<file path="src/rtl/sram_b_burst_reader.sv">
// Burst read engine: turns one (addr, len) request into back-to-back SRAM reads, streams words out in address order.
// Latency: request accepted at edge 0 -> CE1 in cycle 1 -> OUT_VALID in cycle 3; DONE the cycle after the last pop.
// Backpressure: full valid/ready on the output; issues stop while 4-entry FIFO plus in-flight read is full, nothing dropped.
//
// Ports: CLK/RSTN (async active-low); REQ_* request handshake (REQ_LEN = words-1);
// OUT_* data stream with OUT_LAST on the final word; DONE one-cycle drain pulse;
// CE1/A1/Q1 SRAM read port (Q1 valid the cycle after CE1); PERF_BUSY/PERF_STALL counters.
// Optional feature: define SRAM_B_BURST_READER_PERF_EN to build saturating perf counters
// (otherwise PERF_* are tied to zero).
module sram_b_burst_reader #(
    parameter int ABITS = 19,
    parameter int DBITS = 8,
    parameter int LBITS = 16
) (
    input  logic             CLK,
    input  logic             RSTN,
    input  logic             REQ_VALID,
    output logic             REQ_READY,
    input  logic [ABITS-1:0] REQ_ADDR,
    input  logic [LBITS-1:0] REQ_LEN,
    output logic             OUT_VALID,
    input  logic             OUT_READY,
    output logic [DBITS-1:0] OUT_DATA,
    output logic             OUT_LAST,
    output logic             DONE,
    output logic             CE1,
    output logic [ABITS-1:0] A1,
    input  logic [DBITS-1:0] Q1,
    output logic [31:0]      PERF_BUSY,
    output logic [31:0]      PERF_STALL
);

    typedef enum logic [1:0] {
        ST_IDLE  = 2'd0,
        ST_RUN   = 2'd1,
        ST_DRAIN = 2'd2
    } state_t;

    state_t           state_q, state_d;
    logic [ABITS-1:0] addr_q;
    logic [LBITS-1:0] remaining_q;
    logic             inflight_q;
    logic             inflight_last_q;

    // FIFO entry layout: {last, data}
    logic [DBITS:0]   fifo_mem [4];
    logic [1:0]       wr_ptr_q;
    logic [1:0]       rd_ptr_q;
    logic [2:0]       count_q;
    logic [DBITS:0]   head;

    logic             accept;
    logic             issue;
    logic             issue_last;
    logic             done_pulse;
    logic             push;
    logic             pop;
    logic [2:0]       credit_used;

    // Credit is taken from registered state only: a pop this cycle frees
    // its slot for issue in the next cycle, never the current one.
    assign credit_used = count_q + {2'b00, inflight_q};
    assign issue_last  = (remaining_q == '0);

    always_comb begin
        state_d    = state_q;
        accept     = 1'b0;
        issue      = 1'b0;
        done_pulse = 1'b0;
        REQ_READY  = 1'b0;
        case (state_q)
            ST_IDLE: begin
                REQ_READY = 1'b1;
                if (REQ_VALID) begin
                    accept  = 1'b1;
                    state_d = ST_RUN;
                end
            end
            ST_RUN: begin
                if (credit_used < 3'd4) begin
                    issue = 1'b1;
                    if (issue_last) begin
                        state_d = ST_DRAIN;
                    end
                end
            end
            ST_DRAIN: begin
                if ((count_q == 3'd0) && !inflight_q) begin
                    done_pulse = 1'b1;
                    state_d    = ST_IDLE;
                end
            end
            default: begin
                state_d = ST_IDLE;
            end
        endcase
    end

    always_ff @(posedge CLK or negedge RSTN) begin
        if (!RSTN) begin
            state_q         <= ST_IDLE;
            addr_q          <= '0;
            remaining_q     <= '0;
            inflight_q      <= 1'b0;
            inflight_last_q <= 1'b0;
        end else begin
            state_q         <= state_d;
            inflight_q      <= issue;
            inflight_last_q <= issue && issue_last;
            if (accept) begin
                addr_q      <= REQ_ADDR;
                remaining_q <= REQ_LEN;
            end else if (issue) begin
                addr_q <= addr_q + ABITS'(1);
                if (!issue_last) begin
                    remaining_q <= remaining_q - LBITS'(1);
                end
            end
        end
    end

    // Read data lands in the FIFO on the edge after its CE1 cycle.
    assign push = inflight_q;
    assign pop  = OUT_VALID && OUT_READY;

    always_ff @(posedge CLK or negedge RSTN) begin
        if (!RSTN) begin
            wr_ptr_q <= 2'd0;
            rd_ptr_q <= 2'd0;
            count_q  <= 3'd0;
        end else begin
            if (push) begin
                wr_ptr_q <= wr_ptr_q + 2'd1;
            end
            if (pop) begin
                rd_ptr_q <= rd_ptr_q + 2'd1;
            end
            case ({push, pop})
                2'b10:   count_q <= count_q + 3'd1;
                2'b01:   count_q <= count_q - 3'd1;
                default: count_q <= count_q;
            endcase
        end
    end

    // Storage needs no reset: outputs are masked whenever the FIFO is empty.
    always_ff @(posedge CLK) begin
        if (push) begin
            fifo_mem[wr_ptr_q] <= {inflight_last_q, Q1};
        end
    end

    assign head      = fifo_mem[rd_ptr_q];
    assign OUT_VALID = (count_q != 3'd0);
    assign OUT_DATA  = OUT_VALID ? head[DBITS-1:0] : '0;
    assign OUT_LAST  = OUT_VALID ? head[DBITS] : 1'b0;
    assign DONE      = done_pulse;
    assign CE1       = issue;
    assign A1        = addr_q;

`ifdef SRAM_B_BURST_READER_PERF_EN
    logic [31:0] busy_q;
    logic [31:0] stall_q;

    always_ff @(posedge CLK or negedge RSTN) begin
        if (!RSTN) begin
            busy_q  <= 32'd0;
            stall_q <= 32'd0;
        end else begin
            if ((state_q != ST_IDLE) && (busy_q != 32'hFFFF_FFFF)) begin
                busy_q <= busy_q + 32'd1;
            end
            if (OUT_VALID && !OUT_READY && (stall_q != 32'hFFFF_FFFF)) begin
                stall_q <= stall_q + 32'd1;
            end
        end
    end

    assign PERF_BUSY  = busy_q;
    assign PERF_STALL = stall_q;
`else
    assign PERF_BUSY  = 32'd0;
    assign PERF_STALL = 32'd0;
`endif

endmodule

</file>
<file path="config.mk">
export PLATFORM = sky130hd
export DESIGN_NAME = sram_b_burst_reader
export DESIGN_NICKNAME = d
export VERILOG_FILES = /design/src/rtl/sram_b_burst_reader.sv
export SDC_FILE = /design/constraint.sdc
export NUM_CORES = 1
export LEC_CHECK = 0
export CORE_UTILIZATION = 36
export CTS_CLUSTER_DIAMETER = 30
export DETAILED_ROUTE_END_ITERATION = 6
export PLACE_DENSITY = 0.68
export SLEW_MARGIN = 10
export SYNTH_ARGS = -nofsm -noshare
export SYNTH_HDL_FRONTEND = slang
export SYNTH_SLANG_ARGS = --single-unit
</file>
<file path="constraint.sdc">
create_clock -name CLK -period 3.35 [get_ports CLK]
set_input_delay 0.67 -clock CLK [delete_from_list [all_inputs] [get_ports CLK]]
set_output_delay 0.67 -clock CLK [all_outputs]
set_load 0.005 [all_outputs]
</file>
==> results by group, run 1 <==
Timing
  • Final setup vio count: 0
  • Worst Slack Setup Final: 0.406 ns
  • Period utilisation layout: 0.879
  • Clock Skews: 0.00403 ns
  • Slew headroom: 0.287
  • Hold slack final: 0.518 ns
  • Sum Neg Setup Slack: 0 ns
  • Slew Viols, Final: 0
  • Worst-Margin Slew: 1.07 ns
  • Unrepaired setup endpoints after global routing: no
  • Min cycle time layout: 2.94 ns
  • Max Clk Rate: 0.340 GHz
  • Hold Fails Final Rpt: 0

Floorplanning
  • Initial core utilization: 0.375
  • Die W: 115 µm
  • Row count: 40
  • Die Ht: 115 µm
  • Core area: 12200 µm²
  • IO Count: 143
  • Die area: 13200 µm²

CTS
  • CTS resizes: 0
  • CTS tree: done
  • Clock sink total: 82
  • Clock Latency Late Sink: 0.33 ns
  • Num CTS Buffers: 9
  • H-tree Lvls: 3
  • Setup bufs post-CTS: 0
  • # hold bufs at CTS: 0
  • CTS clk-pin slew, worst paths: 0.06 ns
  • Root buf cell: clkbuf_16
  • Clock tree buffer depth: 2

Drt
  • Remaining antenna violation count: 0
  • Via count: 3027
  • Drt total wl: 9160 µm
  • Vias per cell: 4.59
  • DR iter-0 viols: 145
  • Drt pass-1 iters: 5
  • WL/cell: 13.9 µm
  • DRC violations left: 0

Place
  • Post-place setup slack: 0.709 ns
  • Post-DP HPWL: 6640 µm
  • GPL Wtd Cong: 0.807
  • Post-place instance area: 5280 µm²
  • Port bufs: 78

Global routing
  • Vias in the first global route: 2958
  • Largest net degree at the start of global routing: 47
  • Global route total overflow: 0
  • Global-route wire length before repair: 14800 µm
  • Initial antenna violation count: 0
  • Overall routing resource usage: 0.146

Power
  • IR drop worst, VDD: 0.336 mV
  • Pleak: 2.06 nW
  • PwrDens: 792 nW/µm²

Critical path
  • R2R depth: 7
  • Worst setup path category: register to output pin
  • Crit start category: register
  • Crit. End Element: output pin
  • Crit-path max cell delay: 0.74 ns
  • R2R Setup Slk: 1.15 ns
  • Required time worst endpoint: 2.68 ns
  • Crit path buf inv count: 1
  • Top delay family on crit path: flip-flops
  • Critical R2R Launch: remaining_q[0]
  • CP max FO: 11
  • Crit-path cells: mux4_2 > and2_1 > clkdlybuf4s50_1
  • Crit path DAT: 2.27 ns
  • Reg2reg end: remaining_q[8]
  • Worst path slowest cell: dfrtp_1

Outcome
  • Outcome: complete, no violations

Finish
  • Fin nets: 542
  • Final instance area: 5590 µm²
  • ANT cells: 0
  • Layout cells sized above 1: 0.104
  • Final core utilization: 0.458
  • Area grow syn2layout: 22.1%

Min path
  • Worst Hold Class: register to register
  • Hold depth: 1
  • Worst min-delay path startpoint: state_q[1]
  • Endpoint, Worst Hold: state_q[0]

Synth
  • Post-synth ARST share: 0.561
  • EDFF count, synth: 36
  • Synth top area share: 0.251
  • Yosys warns: 0
  • Synthesized area per cell: 11.1 µm²
  • Yosys reg bits: 82
  • Post-synthesis cell area: 4580 µm²
  • Most common library cells after synthesis: buf_4, dfrtp_1, nor2_1
  • Main synth FF type: dfrtp_1
  • Top post-synthesis cells by area: dfrtp_1, edfxtp_1, buf_4
  • Cell with the most instances after synthesis: buf_4
  • Synth Instances: 412
  • Largest area contributor in the netlist: dfrtp_1
  • Number of distinct library cells after synthesis: 47
  • Register area share after synthesis: 0.488

Run
  • Max_cap viols: 0
stage by stage:
stage / total power [W] / cells
detailed placement: 0.00343 / 644
finish: 0.00443 / 660
floorplan: 0.00276 / 475
global route: 0.00473 / 660
global placement: 0.00336 / 644
CTS: 0.00448 / 660
report_power, final:
| part | internal [W] | switching, W | total (W) |
|---|---|---|---|
| Sequential | 0.00138 | 0.000332 | 0.00172 |
| Combinational | 0.000926 | 0.000748 | 0.00167 |
| Clock | 0.000651 | 0.000387 | 0.00104 |
worst max-delay path by stage:
stage | startpoint | to | depth (start not counted)
after floorplan | rd_ptr_q[0] | OUT_DATA[0] | 3
after global placement | count_q[1] | DONE | 3
after detailed placement | rd_ptr_q[0] | OUT_DATA[2] | 3
after CTS | rd_ptr_q[0] | OUT_DATA[2] | 3
after global routing | rd_ptr_q[0] | OUT_DATA[2] | 3
final | rd_ptr_q[0] | OUT_DATA[2] | 3
flip-flops by register name, summed over array words and instances (netlist names):
signal           flops
inflight_q           1
inflight_last_q      1
A1                  19
remaining_q         16
fifo_mem            36
state_q              2
rd_ptr_q             2
count_q              3
wr_ptr_q             2
cell usage in the layout, fill, tap and decap left out, types with 3 or more instances in the layout:
cell type	count
clkdlybuf4s50_1	77
conb_1	64
dfrtp_1	46
nor2_1	42
edfxtp_1	36
a21oi_1	33
xnor2_1	21
xor2_1	17
nand3_1	16
and2_1	15
inv_1	11
nand2_1	10
mux4_2	9
clkbuf_16	9
nor3_2	8
nand4_1	7
ha_1	7
nor4_2	6
nor4_1	4
o21ai_0	4
nor3_1	3
nor3b_1	3
and3_1	3
nor4b_2	3
routing by layer:
layer  routed length, µm  share of wire  up-vias  track usage
met5                   0              0        -            0
met4                 112          0.012        0       0.0519
li1                    -              -     1457            -
met3                 549          0.060       10       0.0322
met1                4210           0.46     1446        0.195
met2                4290           0.47      114        0.237
logic make-up after synthesis:
family,count (synthesis),synth area share
mux,12,0.0508
buf+inv,91,0.131
simple gates,138,0.185
compound gates,42,0.0484
other cells,1,0.000819
flops,82,0.488
xor+xnor,38,0.0727
fa+ha+maj,8,0.0235
area by class of cell:
cell class	instances	area, µm²
multi-input combinational	302	1990
inverter	12	45.0
clock inverter	5	78.8
sequential	82	2230
clock buffer	11	233
fill	1182	6620
tap	168	210
timing repair buffer	80	803
Power figures use the tool's default switching activity.
==> run 2, diff against run 1 <==
- SETUP_SLACK_MARGIN: not set -> 0.15
==> results of run 2 <==
No change in the layout: final DEF, timing and power equal those of run 1.
